### config.mk
export PLATFORM = sky130hd
export DESIGN_NAME = sorting_result_serializer_flat
export DESIGN_NICKNAME = d
export VERILOG_FILES = /design/src/rtl/sorting_result_serializer_if.sv /design/src/rtl/sorting_result_serializer.sv /design/src/flat_wrapper.sv
export SDC_FILE = /design/constraint.sdc
export NUM_CORES = 1
export LEC_CHECK = 0
export ABC_AREA = 0
export CAP_MARGIN = 20
export CELL_PAD_IN_SITES_DETAIL_PLACEMENT = 2
export CELL_PAD_IN_SITES_GLOBAL_PLACEMENT = 2
export CORE_ASPECT_RATIO = 2
export CORE_MARGIN = 2
export CORE_UTILIZATION = 42
export CTS_BUF_LIST = sky130_fd_sc_hd__clkbuf_4 sky130_fd_sc_hd__clkbuf_8
export CTS_CLUSTER_DIAMETER = 120
export DETAILED_ROUTE_END_ITERATION = 8
export HOLD_SLACK_MARGIN = 0.15
export PLACE_DENSITY_LB_ADDON = 0.05
export SETUP_SLACK_MARGIN = 0.1
export SLEW_MARGIN = 20
export SYNTH_ARGS = -nofsm -noshare
export SYNTH_HDL_FRONTEND = slang
export SYNTH_SLANG_ARGS = --single-unit
export TNS_END_PERCENT = 10
### constraint.sdc
create_clock -name clk -period 13.17 [get_ports clk]
set_input_delay 1.9755 -clock clk [delete_from_list [all_inputs] [get_ports clk]]
set_output_delay 1.9755 -clock clk [all_outputs]
set_load 0.05 [all_outputs]
### src/rtl/sorting_result_serializer_if.sv
// Bus between the sorting network, the result serializer and its consumer.
// The serializer sits on the slave side; the environment drives the master side.
interface sorting_result_serializer_if #(
    parameter int LOG_INPUT_NUM = 4,
    parameter int DATA_WIDTH    = 8,
    parameter int LABEL_WIDTH   = 4
);
    localparam int N = 2 ** LOG_INPUT_NUM;

    logic                     x_valid;
    logic [DATA_WIDTH*N-1:0]  x;
    logic [LABEL_WIDTH*N-1:0] x_label;
    logic [DATA_WIDTH-1:0]    y;
    logic [LABEL_WIDTH-1:0]   y_label;
    logic                     y_valid;
    logic                     y_ready;
    logic                     y_last;

    modport master (
        output x_valid, x, x_label, y_ready,
        input  y, y_label, y_valid, y_last
    );

    modport slave (
        input  x_valid, x, x_label, y_ready,
        output y, y_label, y_valid, y_last
    );
endinterface

### src/rtl/sorting_result_serializer.sv
// Buffers sorted vectors from the bitonic network in two slots and streams the
// first OUTPUT_NUM elements of each one per beat; vectors arriving when full are dropped.
module sorting_result_serializer #(
    parameter int LOG_INPUT_NUM  = 4,
    parameter int DATA_WIDTH     = 8,
    parameter int LABEL_WIDTH    = 4,
    parameter int OUTPUT_NUM     = 2 ** LOG_INPUT_NUM,
    parameter int DROP_CNT_WIDTH = 8
) (
    input  logic                      clk,
    input  logic                      rst,
    sorting_result_serializer_if.slave bus,
    output logic                      overflow,
    output logic [DROP_CNT_WIDTH-1:0] drop_cnt
);
    localparam int N     = 2 ** LOG_INPUT_NUM;
    localparam int IDX_W = (LOG_INPUT_NUM > 0) ? LOG_INPUT_NUM : 1;

    localparam logic [IDX_W-1:0] LAST_IDX = IDX_W'(OUTPUT_NUM - 1);
    localparam logic [1:0] EMPTY = 2'd0;
    localparam logic [1:0] ONE   = 2'd1;
    localparam logic [1:0] FULL  = 2'd2;

    logic [DATA_WIDTH-1:0]  slot_data  [2][N];
    logic [LABEL_WIDTH-1:0] slot_label [2][N];

    logic [1:0]       count;
    logic             wr_ptr;
    logic             rd_ptr;
    logic [IDX_W-1:0] elem_idx;

    logic fire;
    logic pop;
    logic accept;
    logic drop;

    assign fire   = bus.y_valid & bus.y_ready;
    assign pop    = fire & (elem_idx == LAST_IDX);
    // The final beat of the head vector frees a slot in time for a same-cycle arrival.
    assign accept = bus.x_valid & ((count <= ONE) | pop);
    assign drop   = bus.x_valid & (count == FULL) & ~pop;

    assign bus.y_valid = (count != EMPTY);
    assign bus.y_last  = bus.y_valid & (elem_idx == LAST_IDX);
    assign bus.y       = slot_data[rd_ptr][elem_idx];
    assign bus.y_label = slot_label[rd_ptr][elem_idx];

    always_ff @(posedge clk) begin
        if (accept) begin
            for (int i = 0; i < N; i++) begin
                slot_data[wr_ptr][i]  <= bus.x[DATA_WIDTH*i +: DATA_WIDTH];
                slot_label[wr_ptr][i] <= bus.x_label[LABEL_WIDTH*i +: LABEL_WIDTH];
            end
        end
    end

    always_ff @(posedge clk or negedge rst) begin
        if (!rst) begin
            count    <= EMPTY;
            wr_ptr   <= 1'b0;
            rd_ptr   <= 1'b0;
            elem_idx <= '0;
        end else begin
            if (accept) begin
                wr_ptr <= ~wr_ptr;
            end
            if (fire) begin
                if (pop) begin
                    elem_idx <= '0;
                    rd_ptr   <= ~rd_ptr;
                end else begin
                    elem_idx <= elem_idx + 1'b1;
                end
            end
            case ({accept, pop})
                2'b10:   count <= count + 2'd1;
                2'b01:   count <= count - 2'd1;
                default: count <= count;
            endcase
        end
    end

    // Drop counter sticks at all-ones rather than wrapping.
    always_ff @(posedge clk or negedge rst) begin
        if (!rst) begin
            overflow <= 1'b0;
            drop_cnt <= '0;
        end else begin
            overflow <= drop;
            if (drop && (drop_cnt != {DROP_CNT_WIDTH{1'b1}})) begin
                drop_cnt <= drop_cnt + 1'b1;
            end
        end
    end
endmodule

### src/flat_wrapper.sv
// flat-port wrapper written by rule: the top's interface ports become plain ports
module sorting_result_serializer_flat 
#(
    parameter int LOG_INPUT_NUM  = 4,
    parameter int DATA_WIDTH     = 8,
    parameter int LABEL_WIDTH    = 4,
    parameter int OUTPUT_NUM     = 2 ** LOG_INPUT_NUM,
    parameter int DROP_CNT_WIDTH = 8
)
  (clk, rst, overflow, drop_cnt, bus_x_valid, bus_x, bus_x_label, bus_y_ready, bus_y, bus_y_label, bus_y_valid, bus_y_last);
  sorting_result_serializer_if #(.LOG_INPUT_NUM(LOG_INPUT_NUM), .DATA_WIDTH(DATA_WIDTH), .LABEL_WIDTH(LABEL_WIDTH)) bus_i ();
  input  logic clk;
  input  logic rst;
  output logic overflow;
  output logic [DROP_CNT_WIDTH-1:0] drop_cnt;
  input wire logic [$bits(bus_i.x_valid)-1:0] bus_x_valid;
  input wire logic [$bits(bus_i.x)-1:0] bus_x;
  input wire logic [$bits(bus_i.x_label)-1:0] bus_x_label;
  input wire logic [$bits(bus_i.y_ready)-1:0] bus_y_ready;
  output wire logic [$bits(bus_i.y)-1:0] bus_y;
  output wire logic [$bits(bus_i.y_label)-1:0] bus_y_label;
  output wire logic [$bits(bus_i.y_valid)-1:0] bus_y_valid;
  output wire logic [$bits(bus_i.y_last)-1:0] bus_y_last;
  assign bus_i.x_valid = bus_x_valid;
  assign bus_i.x = bus_x;
  assign bus_i.x_label = bus_x_label;
  assign bus_i.y_ready = bus_y_ready;
  assign bus_y = bus_i.y;
  assign bus_y_label = bus_i.y_label;
  assign bus_y_valid = bus_i.y_valid;
  assign bus_y_last = bus_i.y_last;
  sorting_result_serializer #(.LOG_INPUT_NUM(LOG_INPUT_NUM), .DATA_WIDTH(DATA_WIDTH), .LABEL_WIDTH(LABEL_WIDTH), .OUTPUT_NUM(OUTPUT_NUM), .DROP_CNT_WIDTH(DROP_CNT_WIDTH)) u_core (.clk(clk), .rst(rst), .bus(bus_i), .overflow(overflow), .drop_cnt(drop_cnt));
endmodule
==> results of run 1 <==
## worst max path at each step
stage	to	slack, ns	cells past startpoint
after global placement	bus_y[1]	6.80	8
after detailed placement	bus_y_label[2]	6.76	8
final	bus_y_label[2]	6.15	8
after CTS	bus_y_label[2]	6.03	8
after floorplan	u_core.slot_data[0][0]$_DFFE_PP_	2.24	4
after global routing	bus_y_label[2]	5.88	8
## cell usage in the layout, fill, tap and decap left out, types with 2 or more instances in the layout
cell and instances:
nor2_4 2, diode_2 2, buf_4 12, a22oi_1 48, nand4_1 17, clkdlybuf4s50_1 218
a21oi_1 25, xnor2_1 11, mux2i_1 193, dfrtp_1 16, bufinv_16 2, clkbuf_8 65
nand2_1 29, o21ai_0 3, inv_1 4, a22o_1 24, a31oi_1 12, clkbuf_4 21
nand3_1 26, ha_1 6, nor3_1 12, edfxtp_1 384, nand2b_1 3, and3_1 3
clkinv_1 12
## routing by layer
| layer | GRT usage | share of wire | routed length (um) |
|---|---|---|---|
| met1 | 0.2319 | 0.37 | 15260 |
| met2 | 0.4073 | 0.56 | 23450 |
| met3 | 0.03149 | 0.037 | 1541 |
| met4 | 0.08205 | 0.034 | 1408 |
| met5 | 0 | 0.00031 | 13 |
## kinds of logic after synthesis
kind of cell	after synthesis	synth area share
XOR/XNOR	12	0.006658
buffers and inverters	54	0.02306
flip-flops	401	0.7574
AO/OA/AOI/OAI	112	0.04977
multiplexers	195	0.1240
adder cells (fa/ha/maj)	6	0.004755
AND/OR/NAND/NOR	103	0.03432
## worst max-delay path: cells and delay by family (launching register included)
kind | cells | cell delay (ns)
buffers and inverters | 3 | 2.27
DFF | 1 | 1.13
and+or+nand+nor | 2 | 0.42
AOI/OAI and AO/OA | 2 | 0.38
muxes | 1 | 0.19
## power by group through the flow
stage	Clock [uW]	Sequential, uW	Combinational, uW
after floorplan	0	1930	1080
after global placement	0	1920	1520
after detailed placement	0	1940	1560
after CTS	1030	1910	1570
after global routing	1070	1940	1640
final	997	1910	1530
## final cells by class
cell class                      count  area, um2
Antenna cell                        2      5.005
Tap cell                          459      574.3
Clock buffer                       86       1052
Multi-Input combinational cell    428       3496
Sequential cell                   401      11960
Timing Repair Buffer              230       2272
Fill cell                        3351      17680
Clock inverter                     15      110.1
Inverter                            4      15.01
## flip-flops by register name (all words and copies together) (netlist names)
| signal | flops |
|---|---|
| u_core.count | 2 |
| u_core.rd_ptr | 1 |
| u_core.slot_data | 256 |
| u_core.wr_ptr | 1 |
| u_core.slot_label | 128 |
| u_core.drop_cnt | 8 |
| u_core.elem_idx | 4 |
| u_core.overflow | 1 |
## cells in the mapped netlist (11+ instances only)
library cell / count
mux2i_1: 193
clkbuf_1: 13
nand4_1: 17
edfxtp_1: 384
a31oi_1: 12
dfrtp_1: 17
xnor2_1: 11
nand3_1: 26
a22oi_1: 48
buf_4: 14
nor3_1: 12
a21oi_1: 25
nand2_1: 29
a22o_1: 24
## through the flow
step                      setup slack [ns]  hold WS (ns)    util
after global routing                 5.882        0.5146  0.5243
after global placement               6.796        0.4791  0.4929
final                                6.154        0.4955  0.5243
after floorplan                      2.238        0.4608       -
after CTS                            6.035        0.5031  0.5242
after detailed placement             6.758        0.4869  0.4929
==> metrics.txt, run 1 <==
outcome=finished clean; Async SR Flop Fraction=0.04239; Rel. slew slack=0.2607; pin count of the biggest net entering global routing=between 70 and 80; Seq pwr share=0.430; global route total overflow=0; Root Driver=clkbuf_8; CTS buffer count=56; arrival time worst endpoint=5.04 ns; Avg Inst Size Synth=roughly 18 um2; Initial DRC Count=392; postcts setup bufs=0; Total Power=4437 uW; slowest stage delay, CP=1.13 ns; Clk pwr share=0.225; CTS resizes=0; IO Port Bufs=218; FF-to-FF setup slack=between 7 and 8 ns; Warnings, synthesis=0; Hold Path Class=flop to flop; initial core utilization=0.4248; most frequent CP cell=buf_4; Mapped Nets=between 1k and 1.5k; DRC viols=0; leakage power=0.006999 uW; Reg2Reg Depth=10; Skew-Pair Late Insertion Delay=approximately 0.60 ns; setup TNS=0 ns; #FFs+latches synth=between 400 and 500; crit path cell chain=buf_4 -> buf_4 -> mux2i_1 -> a22o_1 -> nor3_1 -> a31oi_1 -> nand3_1 -> clkdlybuf4s50_1; maximum fanout along the worst path=between 50 and 60; CTS Hold Buffers Added=0; Die ar.=just under 40000 um2; initial antenna violation count=3; maxcap violations=0; IO Pins=around 220; core area=between 30000 and 40000 um2; Hold EP=u_core.drop_cnt[5]$_DFFE_PN0P_; clock slew seen by the registers of the worst setup and hold paths=0.07 ns; prevailing post-synth register cell=edfxtp_1; Slew Limit Fails=0; Cell Pwr Density=227.7 nW/um2; Routed Antenna Nets=0; first-pass GRT wire length=about 60000 um; Achievable Freq=around 140 MHz; Synth top area share=0.7304; Yosys cell types=36; crit path launch=u_core.elem_idx[0]$_DFFE_PN0P_; period utilization=0.5327; Synth area leaders=edfxtp_1 (73%), mux2i_1 (12%), dfrtp_1 (2.7%); Post-DP Area=~18000 um2; type of the worst setup path=flop to output port; Logic pwr share=0.345; final setup fails=0; Max VDD drop=0.1729 mV; Total GRT Usage=0.2127; Vias=just under 9k; CP max-delay cell=dfrtp_4; Synth Instances=approximately 880; Clock Sinks=401; Net Sw Frac=0.3596; drt total wl=between 40000 and 50000 um; number of global-route vias before repair=10.13k; DR pass1 iterations=4; Worst Hold Launch=u_core.drop_cnt[5]$_DFFE_PN0P_; NetSw=roughly 1600 uW; post-synth top area cell=edfxtp_1; Core Rows=100; Layout area overhead=23.43%; layout cells sized above 1=0.09794; dpl cells=1522; final net count=roughly 1.3k; WP data required=approximately 11 ns; worst clock skew=roughly 0.021 ns; Post-synth EDFFs=around 380; CTS HTree Levels=2; sequential share of the synthesized area=0.7574; RSZ-0062 raised after global routing=no; Final Cell Area=approximately 20000 um2; Least-Margin Pin Slew=about 1.1 ns; minimum clock period=7.016 ns; HPWL Detailed=roughly 28000 um; Syn Std Cell Area=between 15000 and 20000 um2; Final Non-Filler Cells=roughly 1.6k; via/cell ratio=~5.4; Final GP Congestion=approximately 0.72; WHS Path Cells=1; Die W=141.1 um; clock tree buffer depth=3; worst reg2reg path endpoint=u_core.slot_label[0][21]$_DFFE_PP_; Routed wire per std cell=25.65 um; Pint=2841 uW; die height=278.2 um; Critical Path Sink Type=output port; R2R Path Start=u_core.elem_idx[0]$_DFFE_PN0P_; CP Launch Type=flop; TritonCTS clock tree=yes; final hold vios=0
Note: power is estimated with default switching activity, not from simulation.
==> inputs of run 2 (changes only) <==
==> constraint.sdc (replaced) <==
create_clock -name clk -period 7.3 [get_ports clk]
set_input_delay 1.095 -clock clk [delete_from_list [all_inputs] [get_ports clk]]
set_output_delay 1.095 -clock clk [all_outputs]
set_load 0.05 [all_outputs]
==> run 2 against run 1 <==
- non-clock buffer count is 2 higher
- clock-buffer cell count decreased by 8
- core utilization fell by 0.13 points
- largest cell class unchanged
- flip-flop and latch count unchanged
- highest routed layer is now met4
- hold slack gained 0.021 ns
- sequential power grew 80%
==> metrics.txt, run 2 (synthesis gave the netlist of run 1 again) <==
Critical Path Sink Type=output port; Net Sw Frac=0.3691; Logic pwr share=0.355; Post-DP Area=around 18000 um2; commonest cells after routing, fill and taps aside=edfxtp_1 (384), clkdlybuf4s50_1 (218), mux2i_1 (193); post-layout util=0.5230; die height=around 280 um; Cell Pwr Density=407.9 nW/um2; setup TNS=0 ns; Pint=between 5000 and 6000 uW; Seq pwr share=0.432; Routed wire per std cell=~26 um; met1 Use GR=0.2365; type of the worst setup path=flop to output port; IO Port Bufs=around 220; pin count of the biggest net entering global routing=between 80 and 90; Achievable Freq=roughly 200 MHz; Max VDD drop=0.3033 mV; maxcap violations=0; Hold Path Class=flop to flop; clock slew seen by the registers of the worst setup and hold paths=0.07 ns; HPWL Detailed=a little under 30000 um; WP data required=around 6.2 ns; commonest non-fill, non-tap cell in the layout=edfxtp_1; maximum fanout along the worst path=84; Die W=141.1 um; DRC viols=0; Slew Limit Fails=0; Rel. slew slack=0.2813; minimum clock period=a little over 5 ns; Total GRT Usage=0.2223; drt total wl=43140 um; Global Route met3 Usage=0.03476; CP Launch Type=flop; Die ar.=39250 um2; Clk pwr share=0.213; initial core utilization=0.4248; clock tree buffer depth=3; Clock Sinks=between 400 and 500; worst clock skew=about 0.023 ns; CTS HTree Levels=2; Root Driver=clkbuf_8; final setup fails=0; Routed Antenna Nets=0; Vias=8860; via/cell ratio=5.442; period utilization=0.6934; Final Cell Area=about 19000 um2; number of global-route vias before repair=10.40k; Layout area overhead=23.11%; largest register by flop count=u_core.slot_data; final hold vios=0; IO Pins=around 220; CTS Hold Buffers Added=0; arrival time worst endpoint=between 3 and 4 ns; biggest regs=u_core.slot_data x256, u_core.slot_label x128, u_core.drop_cnt x8; NetSw=slightly below 3000 uW; CTS resizes=0; leakage power=0.006970 uW; outcome=finished clean; GRT met2 Usage=0.4235; Most Used Layer, Global Route=met2; TritonCTS clock tree=yes; Skew-Pair Late Insertion Delay=0.61 ns; core area=37160 um2; DR pass1 iterations=4; initial antenna violation count=3; final net count=roughly 1.3k; global route total overflow=0; postcts setup bufs=0; CTS buffer count=56; Initial DRC Count=401; first-pass GRT wire length=between 60000 and 70000 um; Final GP Congestion=0.7278; Least-Margin Pin Slew=around 1.1 ns; layout cells sized above 1=0.09777; fillers=~3.3k; RSZ-0062 raised after global routing=no; Largest register FFs=about 260; Core Rows=100
-- run 2: cell types whose count changed in the layout (fill, tap and decap cells not counted), sizes merged --
| cell | before | now |
|---|---|---|
| clkinvlp | 0 | 2 |
| bufinv | 2 | 0 |
| diode | 2 | 3 |
| clkinv | 13 | 21 |
| buf | 12 | 14 |
| clkbuf | 86 | 78 |
-- run 2: per-stage QoR --
stage | cells | setup WS, ns | power [uW] | hold WS [ns]
detailed placement | 1524 | 2.843 | 6346 | 0.5086
global route | 1628 | 1.987 | 8327 | 0.5429
global placement | 1524 | 2.918 | 6218 | 0.4821
finish | 1628 | 2.238 | 7927 | 0.5164
floorplan | 883 | 0.4534 | 5397 | 0.4733
CTS | 1625 | 2.145 | 8066 | 0.5222
-- run 2: critical path, cell delays in order (launching register included) --
cell and delay (ns):
dfrtp_4 0.94, buf_12 0.55, mux2i_1 0.17, a22o_1 0.28
nor3_1 0.25, a31oi_1 0.09, nand3_1 0.08, clkdlybuf4s50_1 0.88
-- run 2: power by group through the flow --
stage	logic (uW)	registers (uW)	clock network [uW]
after global placement	2780	3440	0
final	2810	3430	1690
after floorplan	1950	3450	0
after CTS	2880	3440	1750
after global routing	3020	3480	1830
after detailed placement	2870	3480	0
-- run 2: layout make-up --
| class | count | area (um2) | area share |
|---|---|---|---|
| repair buffers | 232 | 2312 | 0.1190 |
| clock inverters | 23 | 102.6 | 0.005279 |
| multi-input cells | 428 | 3496 | 0.1799 |
| well taps | 459 | 574.3 | 0.02955 |
| inverters | 4 | 15.01 | 0.0007725 |
| clock buffers | 78 | 967.2 | 0.04977 |
| flip-flops and latches | 401 | 11960 | 0.6154 |
| diodes | 3 | 7.507 | 0.0003863 |
-- run 2: worst paths after layout --
kind | slack [ns] | depth (start not counted) | endpoint | startpoint
worst min register to register | 0.52 | 1 | u_core.drop_cnt[5]$_DFFE_PN0P_ | u_core.drop_cnt[5]$_DFFE_PN0P_
worst min-delay path | 0.52 | 1 | u_core.drop_cnt[5]$_DFFE_PN0P_ | u_core.drop_cnt[5]$_DFFE_PN0P_
min in group asynchronous | 0.98 | 1 | u_core.overflow$_DFF_PN0_ | rst
worst max-delay path | 2.24 | 7 | bus_y_label[1] | u_core.elem_idx[0]$_DFFE_PN0P_
worst max register to register | 3.50 | 6 | u_core.slot_data[1][44]$_DFFE_PP_ | u_core.elem_idx[0]$_DFFE_PN0P_
max in group asynchronous | 5.68 | 1 | u_core.elem_idx[0]$_DFFE_PN0P_ | rst
-- run 2: routing by layer --
metal / wire length, um / part of all wire / vias to the layer above
li1: - / - / 4006
met5: 0 / 0 / -
met3: 1755 / 0.041 / 88
met4: 1933 / 0.045 / 0
met2: 24250 / 0.56 / 261
met1: 15200 / 0.35 / 4505
